File: src/rtl/rtc_alarm_core.sv
// rtc_alarm_core: hh:mm:ss timekeeper driven by a 1 s enable, N_ALARM alarm channels,
// key-driven edit FSM and ring reporting. Define SNOOZE_EN to build in per-channel snooze.

module rtc_alarm_chan (
  input  logic       sys_clk,
  input  logic       sys_rst_n,
  input  logic       h_inc,
  input  logic       h_dec,
  input  logic       m_inc,
  input  logic       m_dec,
  input  logic       adv,
  input  logic [4:0] nx_hour,
  input  logic [5:0] nx_min,
  input  logic       nx_top,
  input  logic       en,
  input  logic       excl,
`ifdef SNOOZE_EN
  input  logic       sn_load,
  input  logic       sn_cancel,
  input  logic [4:0] sn_hour,
  input  logic [5:0] sn_min,
`endif
  output logic [4:0] al_hour,
  output logic [5:0] al_min,
  output logic       hit
);

  logic al_hit;

  always_ff @(posedge sys_clk or negedge sys_rst_n) begin
    if (!sys_rst_n) begin
      al_hour <= 5'd0;
      al_min  <= 6'd5;
    end else begin
      if (h_inc)      al_hour <= (al_hour == 5'd23) ? 5'd0 : al_hour + 5'd1;
      else if (h_dec) al_hour <= (al_hour == 5'd0) ? 5'd23 : al_hour - 5'd1;
      if (m_inc)      al_min  <= (al_min == 6'd59) ? 6'd0 : al_min + 6'd1;
      else if (m_dec) al_min  <= (al_min == 6'd0) ? 6'd59 : al_min - 6'd1;
    end
  end

  // The channel under edit is masked so half-entered values never fire.
  assign al_hit = en && !excl && (nx_hour == al_hour) && (nx_min == al_min);

`ifdef SNOOZE_EN
  logic       sn_vld;
  logic [4:0] sn_h;
  logic [5:0] sn_m;
  logic       sn_hit;

  assign sn_hit = sn_vld && (nx_hour == sn_h) && (nx_min == sn_m);

  always_ff @(posedge sys_clk or negedge sys_rst_n) begin
    if (!sys_rst_n) begin
      sn_vld <= 1'b0;
      sn_h   <= 5'd0;
      sn_m   <= 6'd0;
    end else if (sn_load) begin
      sn_vld <= 1'b1;
      sn_h   <= sn_hour;
      sn_m   <= sn_min;
    end else if (sn_cancel) begin
      sn_vld <= 1'b0;
    end else if (adv && nx_top && sn_hit) begin
      sn_vld <= 1'b0;
    end
  end

  assign hit = adv && nx_top && (al_hit || sn_hit);
`else
  assign hit = adv && nx_top && al_hit;
`endif

endmodule

module rtc_alarm_core #(
  parameter int N_ALARM    = 2,
  parameter int RING_SEC   = 10,
  parameter int SNOOZE_MIN = 5,
  parameter int TW         = 3
) (
  input  logic               sys_clk,
  input  logic               sys_rst_n,
  input  logic               tick_1s,
  input  logic               key_mode,
  input  logic               key_inc,
  input  logic               key_dec,
  input  logic [TW-1:0]      set_tgt,
  input  logic [N_ALARM-1:0] alarm_en,
  output logic [4:0]         hour,
  output logic [5:0]         min,
  output logic [5:0]         sec,
  output logic [1:0]         edit_field,
  output logic [TW-1:0]      edit_tgt,
  input  logic [TW-1:0]      rd_idx,
  output logic [4:0]         rd_hour,
  output logic [5:0]         rd_min,
  output logic               ring,
  output logic [N_ALARM-1:0] ring_ch
);

  if (N_ALARM < 1 || N_ALARM > 7) begin : g_bad_n
    $error("N_ALARM must be 1..7");
  end
  if ((1 << TW) <= N_ALARM) begin : g_bad_tw
    $error("TW too narrow for N_ALARM");
  end
  if (RING_SEC < 1 || RING_SEC > 255) begin : g_bad_ring
    $error("RING_SEC must be 1..255");
  end
  if (SNOOZE_MIN < 1 || SNOOZE_MIN > 59) begin : g_bad_snz
    $error("SNOOZE_MIN must be 1..59");
  end

  typedef enum logic [1:0] {RUN = 2'd0, SET_H = 2'd1, SET_M = 2'd2, SET_S = 2'd3} state_t;

  state_t                   state, state_nx;
  logic                     editing, time_edit, adv;
  logic                     ed_inc, ed_dec, ack, ack_dec, ack_inc;
  logic [4:0]               hour_nx;
  logic [5:0]               min_nx, sec_nx;
  logic [7:0]               ring_cnt;
  logic [N_ALARM-1:0]       hit;
  logic [N_ALARM-1:0][4:0]  al_hour;
  logic [N_ALARM-1:0][5:0]  al_min;

  function automatic logic [5:0] wrap_step(input logic [5:0] v, input logic [5:0] top,
                                           input logic up);
    if (up) return (v == top) ? 6'd0 : v + 6'd1;
    return (v == 6'd0) ? top : v - 6'd1;
  endfunction

  assign editing   = (state != RUN);
  assign time_edit = editing && (edit_tgt == '0);
  assign adv       = tick_1s && !time_edit;

  // key_mode > key_inc > key_dec; while ringing, inc/dec are consumed as acknowledge.
  assign ack     = ring && !key_mode && (key_inc || key_dec);
  assign ack_inc = ack && key_inc;
  assign ack_dec = ack && !key_inc;
  assign ed_inc  = editing && !key_mode && !ring && key_inc;
  assign ed_dec  = editing && !key_mode && !ring && !key_inc && key_dec;

  always_comb begin
    sec_nx  = sec + 6'd1;
    min_nx  = min;
    hour_nx = hour;
    if (sec == 6'd59) begin
      sec_nx = 6'd0;
      min_nx = (min == 6'd59) ? 6'd0 : min + 6'd1;
      if (min == 6'd59) hour_nx = (hour == 5'd23) ? 5'd0 : hour + 5'd1;
    end
  end

  always_comb begin
    state_nx = state;
    if (key_mode) begin
      case (state)
        RUN:     if (set_tgt <= TW'(N_ALARM)) state_nx = SET_H;
        SET_H:   state_nx = SET_M;
        SET_M:   state_nx = (edit_tgt == '0) ? SET_S : RUN;
        SET_S:   state_nx = RUN;
        default: state_nx = RUN;
      endcase
    end
  end

  always_ff @(posedge sys_clk or negedge sys_rst_n) begin
    if (!sys_rst_n) begin
      state    <= RUN;
      edit_tgt <= '0;
    end else begin
      state <= state_nx;
      if (state == RUN && key_mode && set_tgt <= TW'(N_ALARM)) edit_tgt <= set_tgt;
    end
  end

  assign edit_field = state;

  always_ff @(posedge sys_clk or negedge sys_rst_n) begin
    if (!sys_rst_n) begin
      hour <= 5'd0;
      min  <= 6'd0;
      sec  <= 6'd0;
    end else if (adv) begin
      hour <= hour_nx;
      min  <= min_nx;
      sec  <= sec_nx;
    end else if (time_edit && (ed_inc || ed_dec)) begin
      case (state)
        SET_H:   hour <= 5'(wrap_step({1'b0, hour}, 6'd23, ed_inc));
        SET_M:   min  <= wrap_step(min, 6'd59, ed_inc);
        SET_S:   sec  <= wrap_step(sec, 6'd59, ed_inc);
        default: ;
      endcase
    end
  end

`ifdef SNOOZE_EN
  logic [6:0] sn_msum;
  logic [5:0] sn_min;
  logic [4:0] sn_hour;

  always_comb begin
    sn_msum = {1'b0, min} + 7'(SNOOZE_MIN);
    sn_min  = sn_msum[5:0];
    sn_hour = hour;
    if (sn_msum >= 7'd60) begin
      sn_min  = 6'(sn_msum - 7'd60);
      sn_hour = (hour == 5'd23) ? 5'd0 : hour + 5'd1;
    end
  end
`endif

  for (genvar i = 0; i < N_ALARM; i++) begin : g_ch
    logic sel;
    assign sel = editing && (edit_tgt == TW'(i + 1));

    rtc_alarm_chan u_chan (
      .sys_clk   (sys_clk),
      .sys_rst_n (sys_rst_n),
      .h_inc     (sel && state == SET_H && ed_inc),
      .h_dec     (sel && state == SET_H && ed_dec),
      .m_inc     (sel && state == SET_M && ed_inc),
      .m_dec     (sel && state == SET_M && ed_dec),
      .adv       (adv),
      .nx_hour   (hour_nx),
      .nx_min    (min_nx),
      .nx_top    (sec == 6'd59),
      .en        (alarm_en[i]),
      .excl      (sel),
`ifdef SNOOZE_EN
      .sn_load   (ack_dec && ring_ch[i]),
      .sn_cancel (ack_inc),
      .sn_hour   (sn_hour),
      .sn_min    (sn_min),
`endif
      .al_hour   (al_hour[i]),
      .al_min    (al_min[i]),
      .hit       (hit[i])
    );
  end

  always_comb begin
    rd_hour = 5'd0;
    rd_min  = 6'd0;
    for (int i = 0; i < N_ALARM; i++) begin
      if (rd_idx == TW'(i)) begin
        rd_hour = al_hour[i];
        rd_min  = al_min[i];
      end
    end
  end

  // A fresh match outranks a same-cycle acknowledge so a new alarm is never lost.
  always_ff @(posedge sys_clk or negedge sys_rst_n) begin
    if (!sys_rst_n) begin
      ring     <= 1'b0;
      ring_ch  <= '0;
      ring_cnt <= 8'd0;
    end else if (|hit) begin
      ring     <= 1'b1;
      ring_ch  <= (ack ? '0 : ring_ch) | hit;
      ring_cnt <= 8'(RING_SEC);
    end else if (ack) begin
      ring     <= 1'b0;
      ring_ch  <= '0;
      ring_cnt <= 8'd0;
    end else if (tick_1s && ring) begin
      if (ring_cnt <= 8'd1) begin
        ring     <= 1'b0;
        ring_ch  <= '0;
        ring_cnt <= 8'd0;
      end else begin
        ring_cnt <= ring_cnt - 8'd1;
      end
    end
  end

  wire unused_ack_dec = ack_dec ^ ack_inc;

endmodule

File: config.mk
export PLATFORM = sky130hd
export DESIGN_NAME = rtc_alarm_core
export DESIGN_NICKNAME = d
export VERILOG_FILES = /design/src/rtl/rtc_alarm_core.sv
export SDC_FILE = /design/constraint.sdc
export NUM_CORES = 1
export LEC_CHECK = 0
export CAP_MARGIN = 20
export CORE_MARGIN = 3
export CORE_UTILIZATION = 46
export CTS_BUF_LIST = sky130_fd_sc_hd__clkbuf_4
export CTS_CLUSTER_SIZE = 28
export DETAILED_ROUTE_END_ITERATION = 6
export PLACE_DENSITY = 0.67
export SYNTH_ARGS = -nofsm -noshare
export SYNTH_HDL_FRONTEND = slang
export SYNTH_SLANG_ARGS = --single-unit
File: constraint.sdc
create_clock -name sys_clk -period 5.77 [get_ports sys_clk]
set_input_delay 1.154 -clock sys_clk [delete_from_list [all_inputs] [get_ports sys_clk]]
set_output_delay 1.154 -clock sys_clk [all_outputs]
set_load 0.01 [all_outputs]
* Word level (Yosys, flattened, before mapping) *
Cells that the tools add are included.

operators by class
  add/subtract/negate cells = 16
  magnitude comparators = 2
  equality and inequality tests = 18
  multiplexer cells = 71
  bitwise operators = 1
  reduce and logical (&&, ||, !) cells = 71

operators with widths
  cell                                                             count
  two-way mux 6 bit                                                25
  two-way mux 5 bit                                                20
  logical AND 1 bit                                                36
  two-way mux 8 bit                                                4
  adder 6 x 1 -> 6 bit (second input constant)                     4
  equality test 6 bit (second input constant)                      4
  zero test 6 bit                                                  4
  subtractor 6 x 1 -> 6 bit (second input constant)                4
  adder 5 x 1 -> 5 bit (second input constant)                     4
  nonzero test 2 bit                                               9
  equality test 5 bit (second input constant)                      3
  zero test 5 bit                                                  3
  subtractor 5 x 1 -> 5 bit (second input constant)                3
  two-way mux 1 bit                                                14
  two-way mux 2 bit                                                7
  equality test 6 bit                                              2
  equality test 5 bit                                              2
  AND reduction 2 bit                                              5
  less-or-equal comparator 8 x 1 -> 1 bit (second input constant)  1
  case mux 2 bit (4 select lines)                                  1
  subtractor 8 x 1 -> 8 bit (second input constant)                1
  equality test 3 x 1 -> 1 bit (second input constant)             2
  zero test 1 bit                                                  6
  zero test 3 bit                                                  2
  10 further kinds                                                 13

word-level totals
  bits in registers = 55
  input port bits = 14
  output and inout port bits = 36
  word-level logic and storage cells = 191

* Logic depth before layout (Yosys ltp) *
  depth in word-level cells = 13
  depth in mapped cells = 13
  mapped depth without buffers = 10

* Cells and area by module *
A second synthesis with hierarchy kept.

second synthesis, totals
  cells, all modules = 602
  area total of the unflattened synthesis = 4,884.7 µm²

by module, submodules not included
  module          instances  cells each  area each (µm²)  seq. area each (µm²)
  rtc_alarm_core  1          362         2,900.3          825.8
  rtc_alarm_chan  2          120         992.2            277.8

* Least setup slack after synthesis *
Ideal clock, no wire load.

  path kind = reg2reg
  start = register sec[0]
  end = register ring_cnt[6]
  library setup time = 0.125 ns
  data arrival time = 3.037 ns
  required time = 5.645 ns
  setup slack = 2.607 ns
  cell stages (with the launch flop) = 11
  path buffers = 1
  clock period less this slack = 3.163 ns
  path through = dfrtp_1 ha_1 nand3b_4 or4_1 a311o_1 or4_4 a2111oi_4 or2_1 buf_6 o211ai_4 mux2i_1

on the way
  cells in the longest elaborated chain, start to end = 8
  elaborated cells between the ends (all ways) = 17
  those cells by class = 5 x eq/ne; 3 x mux; 9 x reduce/logical

RTL lines
  item                                                               RTL line  RTL
  start, declared                                                    92        output logic [5:0] sec,
  start signal, assigned                                             188       sec <= sec_nx;
  start signal, assigned                                             193       SET_S: sec <= wrap_step(sec, 6'd59, ed_inc);
  equality test 6 bit *                                              148, 229
  two-way mux 5 bit                                                  148       if (sec == 6'd59) begin
  equality test 5 bit                                                43        assign al_hit = en && !excl && (nx_hour == al_hour) && (nx_min == al_min);
  logical AND 1 bit (2 in series)                                    43
  logical AND 1 bit                                                  71        assign hit = adv && nx_top && al_hit;
  OR reduction 2 bit *                                               261       end else if (|hit) begin
  nonzero test 3 bit (no line) or two-way mux 8 bit (tied branches)  --
  end signal, assigned                                               264       ring_cnt <= 8'(RING_SEC);
  end signal, assigned                                               275       ring_cnt <= ring_cnt - 8'd1;
  end, declared                                                      122       logic [7:0] ring_cnt;

Every way passes the cells marked *; elsewhere a longest branch is shown, timed or not.
A chain may end at the register's enable or synchronous reset.

* Worst setup path after layout *
  start = input rd_idx[0]
  end = output rd_min[5]

on the way
  cells in the longest elaborated chain, start to end = 3
  elaborated cells between the ends (all ways) = 4
  those cells by class = 1 x eq/ne; 2 x mux; 1 x reduce/logical

RTL lines
  item                 RTL line  RTL
  start, declared      95        input logic [TW-1:0] rd_idx,
  zero test 3 bit      248       if (rd_idx == TW'(i)) begin
  two-way mux 6 bit    248
  two-way mux 6 bit *  248
  end, declared        97        output logic [5:0] rd_min,

Marks and branches as above.

==> run metrics <==
status finished clean; nature of the critical path startpoint primary input; Hold Path Class reg -> reg; area of the core 10500 sq um; pin count of the biggest net entering global routing 56; Routed wire per std cell between 15 and 20 um; TritonCTS clock tree built; all-layer global routing usage 0.238; setup TNS 0 ns; Final #Nets 718; WP depth 4; sequential share of the synthesized area 0.273; worst hold stages 1; Die Y 111 um; Synth Cell Area 5060 sq um; FMAX 242 MHz; Final GP Congestion roughly 0.95; DP HPWL 10800 um; drt pass-1 iters 6; Crit-path slowest cell clkdlybuf4s50_1; maximum VDD drop 0.000238 V; worst slew pin tran 1.07 ns; share of layout cells above drive strength 1 0.0496; Multi-input gate area between 3000 and 4000 sq um; clock tree buffer depth 2; #FFs+latches synth 55; Initial Utilization 0.481; vias in the first global route 4920; Overflow after GRT 0; first-pass GRT wire length 24600 um; Area Growth Syn to Fin 10.9%; RSZ-0062 raised after global routing false; Yosys warnings 0; Hold Buf Count CTS 0; n_diodes 0; post-cts sizing count 0; Sink Count between 50 and 60; cells on worst reg2reg path 10; Worst Path Required approximately 4.6 ns; DRT antenna net count 0; DIE AREA approximately 12000 sq um; Crit path max-delay family buffers and inverters; port buffer count 49; Setup crit end kind primary output; critical path class in -> out; post-route cell area 5610 sq um; antenna violations before repair 0; Final period util 0.717; syn_nets about 710; WP buf/inv 2; chip width 111 um; total CTS buffers 5; Mean Syn Cell Area 7.54 sq um; post-route minimum period about 4.1 ns; Worst path most repeated cell clkdlybuf4s50_1; Static Leak about 0.0022 uW; predominant post-synthesis flop cell dfrtp_1; DRC Markers 0; Slew Limit Fails 0; vias per cell 6.32; crit-path cells clkdlybuf4s50_1 -> mux2i_1 -> nor2_1 -> clkdlybuf4s50_1; number of setup buffers added after CTS 0; worst skew pair latency between 0.4 and 0.5 ns; post-synth cell types 74; clock root cell clkbuf_4; vias post-DR 5186; Routed WL 14800 um; relative slew slack 0.280; Post-synth EDFFs 0; DRT iter0 DRCs approximately 450; Filler cells between 1000 and 1500; setup skew after layout 0.0263 ns; PwrDens about 470 nW/um^2; Clock transition at path regs 0.20 ns; final setup fails 0; largest fanout on the critical path 11; CTS H-tree depth 2; Critical Path AT 2.99 ns; final hold violation count 0; max-cap violations 0; Seq. cell area 1380 sq um; # rows 37; CP max stage delay 0.94 ns; synthesized instance count 671; io pins 50; asr flop ratio synth 1.00; Placed Instance Area 5540 sq um
-- metrics by stage --
stage          hold WS, ns  setup slack [ns]  std cells  total power (uW)  utilization
6_report             0.517              1.63        821              2640        0.534
3_3_place_gp         0.476              1.64        813              2360        0.527
3_5_place_dp         0.479              1.63        813              2400        0.527
4_1_cts              0.522              1.63        821              2610        0.534
5_1_grt              0.563              1.51        821              2860        0.534
2_1_floorplan        0.474              2.61        671              1920            -
-- metal layers --
metal / part of all wire / up-vias / routed length (um) / track usage
met2: 0.48 / 223 / 7050 / 0.390
met3: 0.070 / 28 / 1030 / 0.0333
met1: 0.43 / 2468 / 6410 / 0.327
li1: - / 2467 / - / -
met4: 0.020 / 0 / 293 / 0.0706
met5: 0 / - / 0 / 0
-- report_power, final --
group / total (uW) / internal, uW / switching [uW]
logic: 1520 / 682 / 838
clock network: 208 / 54.7 / 154
registers: 908 / 526 / 382
-- flip-flops by register name (all words and copies together), names as in the netlist --
| register | cells |
|---|---|
| ring_cnt | 8 |
| ring | 1 |
| g_ch.u_chan.al_hour | 10 |
| sec | 6 |
| edit_field | 2 |
| ring_ch | 2 |
| edit_tgt | 3 |
| hour | 5 |
| min | 6 |
| g_ch.u_chan.al_min | 12 |
-- worst paths after layout --
check	from	to	slack (ns)
max	rd_idx[0]	rd_min[5]	1.63
min	ring_ch[1]	ring_ch[1]	0.52
max reg2reg	min[0]	ring_cnt[4]	1.76
min reg2reg	ring_ch[1]	ring_ch[1]	0.52
max in group asynchronous	sys_rst_n	hour[0]	4.44
min in group asynchronous	sys_rst_n	g_ch[0].u_chan.al_min[4]	0.85
-- synth_stat cells, types with 4 or more instances --
cell type | count | area share
o21ai_0 | 80 | 0.079
nor2_1 | 71 | 0.053
nand2_1 | 65 | 0.048
dfrtp_1 | 51 | 0.25
a21oi_1 | 45 | 0.045
clkbuf_1 | 36 | 0.027
nand3_1 | 35 | 0.035
inv_1 | 24 | 0.018
nor3_1 | 22 | 0.022
ha_1 | 20 | 0.049
xnor2_1 | 20 | 0.035
mux2i_1 | 17 | 0.034
a31oi_1 | 10 | 0.012
nand4_1 | 10 | 0.012
xor2_1 | 10 | 0.017
and3_1 | 8 | 0.0099
nand2b_1 | 8 | 0.0099
nor2b_1 | 8 | 0.0099
o31ai_1 | 8 | 0.012
and2_1 | 7 | 0.0087
o211ai_1 | 7 | 0.010
o221ai_1 | 7 | 0.012
nor4_1 | 6 | 0.0074
buf_2 | 5 | 0.0049
o311ai_0 | 5 | 0.0087
a32oi_1 | 4 | 0.0069
dfstp_2 | 4 | 0.021
mux2_2 | 4 | 0.0089
nor3b_1 | 4 | 0.0059
o22ai_1 | 4 | 0.0049
-- layout make-up --
type                    instances  area share
well taps                     136      0.0303
clock inverters                 3     0.00558
multi-input cells             545       0.604
inverters                      25      0.0167
clock buffers                   5     0.00669
repair buffers                 52      0.0906
flip-flops and latches         55       0.246
-- worst register-to-register path: stages (launching register included) --
cell      delay, ns
dfrtp_1        0.55
ha_1           0.50
and4b_1        0.38
nand4_1        0.39
nand3_1        0.24
o31ai_1        0.10
a311o_1        0.33
nor4_1         0.82
o311ai_0       0.31
xor2_1         0.23
nor3_2         0.12
-- placed cells by master, fill, tap and decap left out, types with 4 or more instances in the layout --
cell / count
nor2b_1: 8
o211ai_1: 7
xnor2_1: 20
o31ai_1: 8
a32oi_1: 4
and2_1: 7
dfrtp_1: 51
clkbuf_4: 5
nor3_1: 22
a31oi_1: 10
and3_1: 8
a21oi_1: 45
o22ai_1: 4
nand4_1: 10
clkdlybuf4s50_1: 48
ha_1: 20
nor2_1: 71
dfstp_2: 4
xor2_1: 10
mux2_2: 4
o311ai_0: 5
inv_1: 24
nand3_1: 35
nor4_1: 6
nand2_1: 65
o221ai_1: 7
nor3b_1: 4
o21ai_0: 80
mux2i_1: 17
nand2b_1: 8
-- cells by family after synthesis --
logic type / count (synthesis) / share of synthesized area
compound gates: 204 / 0.254
simple gates: 270 / 0.272
flops: 55 / 0.273
mux: 21 / 0.0426
buf+inv: 71 / 0.0569
xor+xnor: 30 / 0.0520
fa+ha+maj: 20 / 0.0495
(Power assumes the default switching activity.)
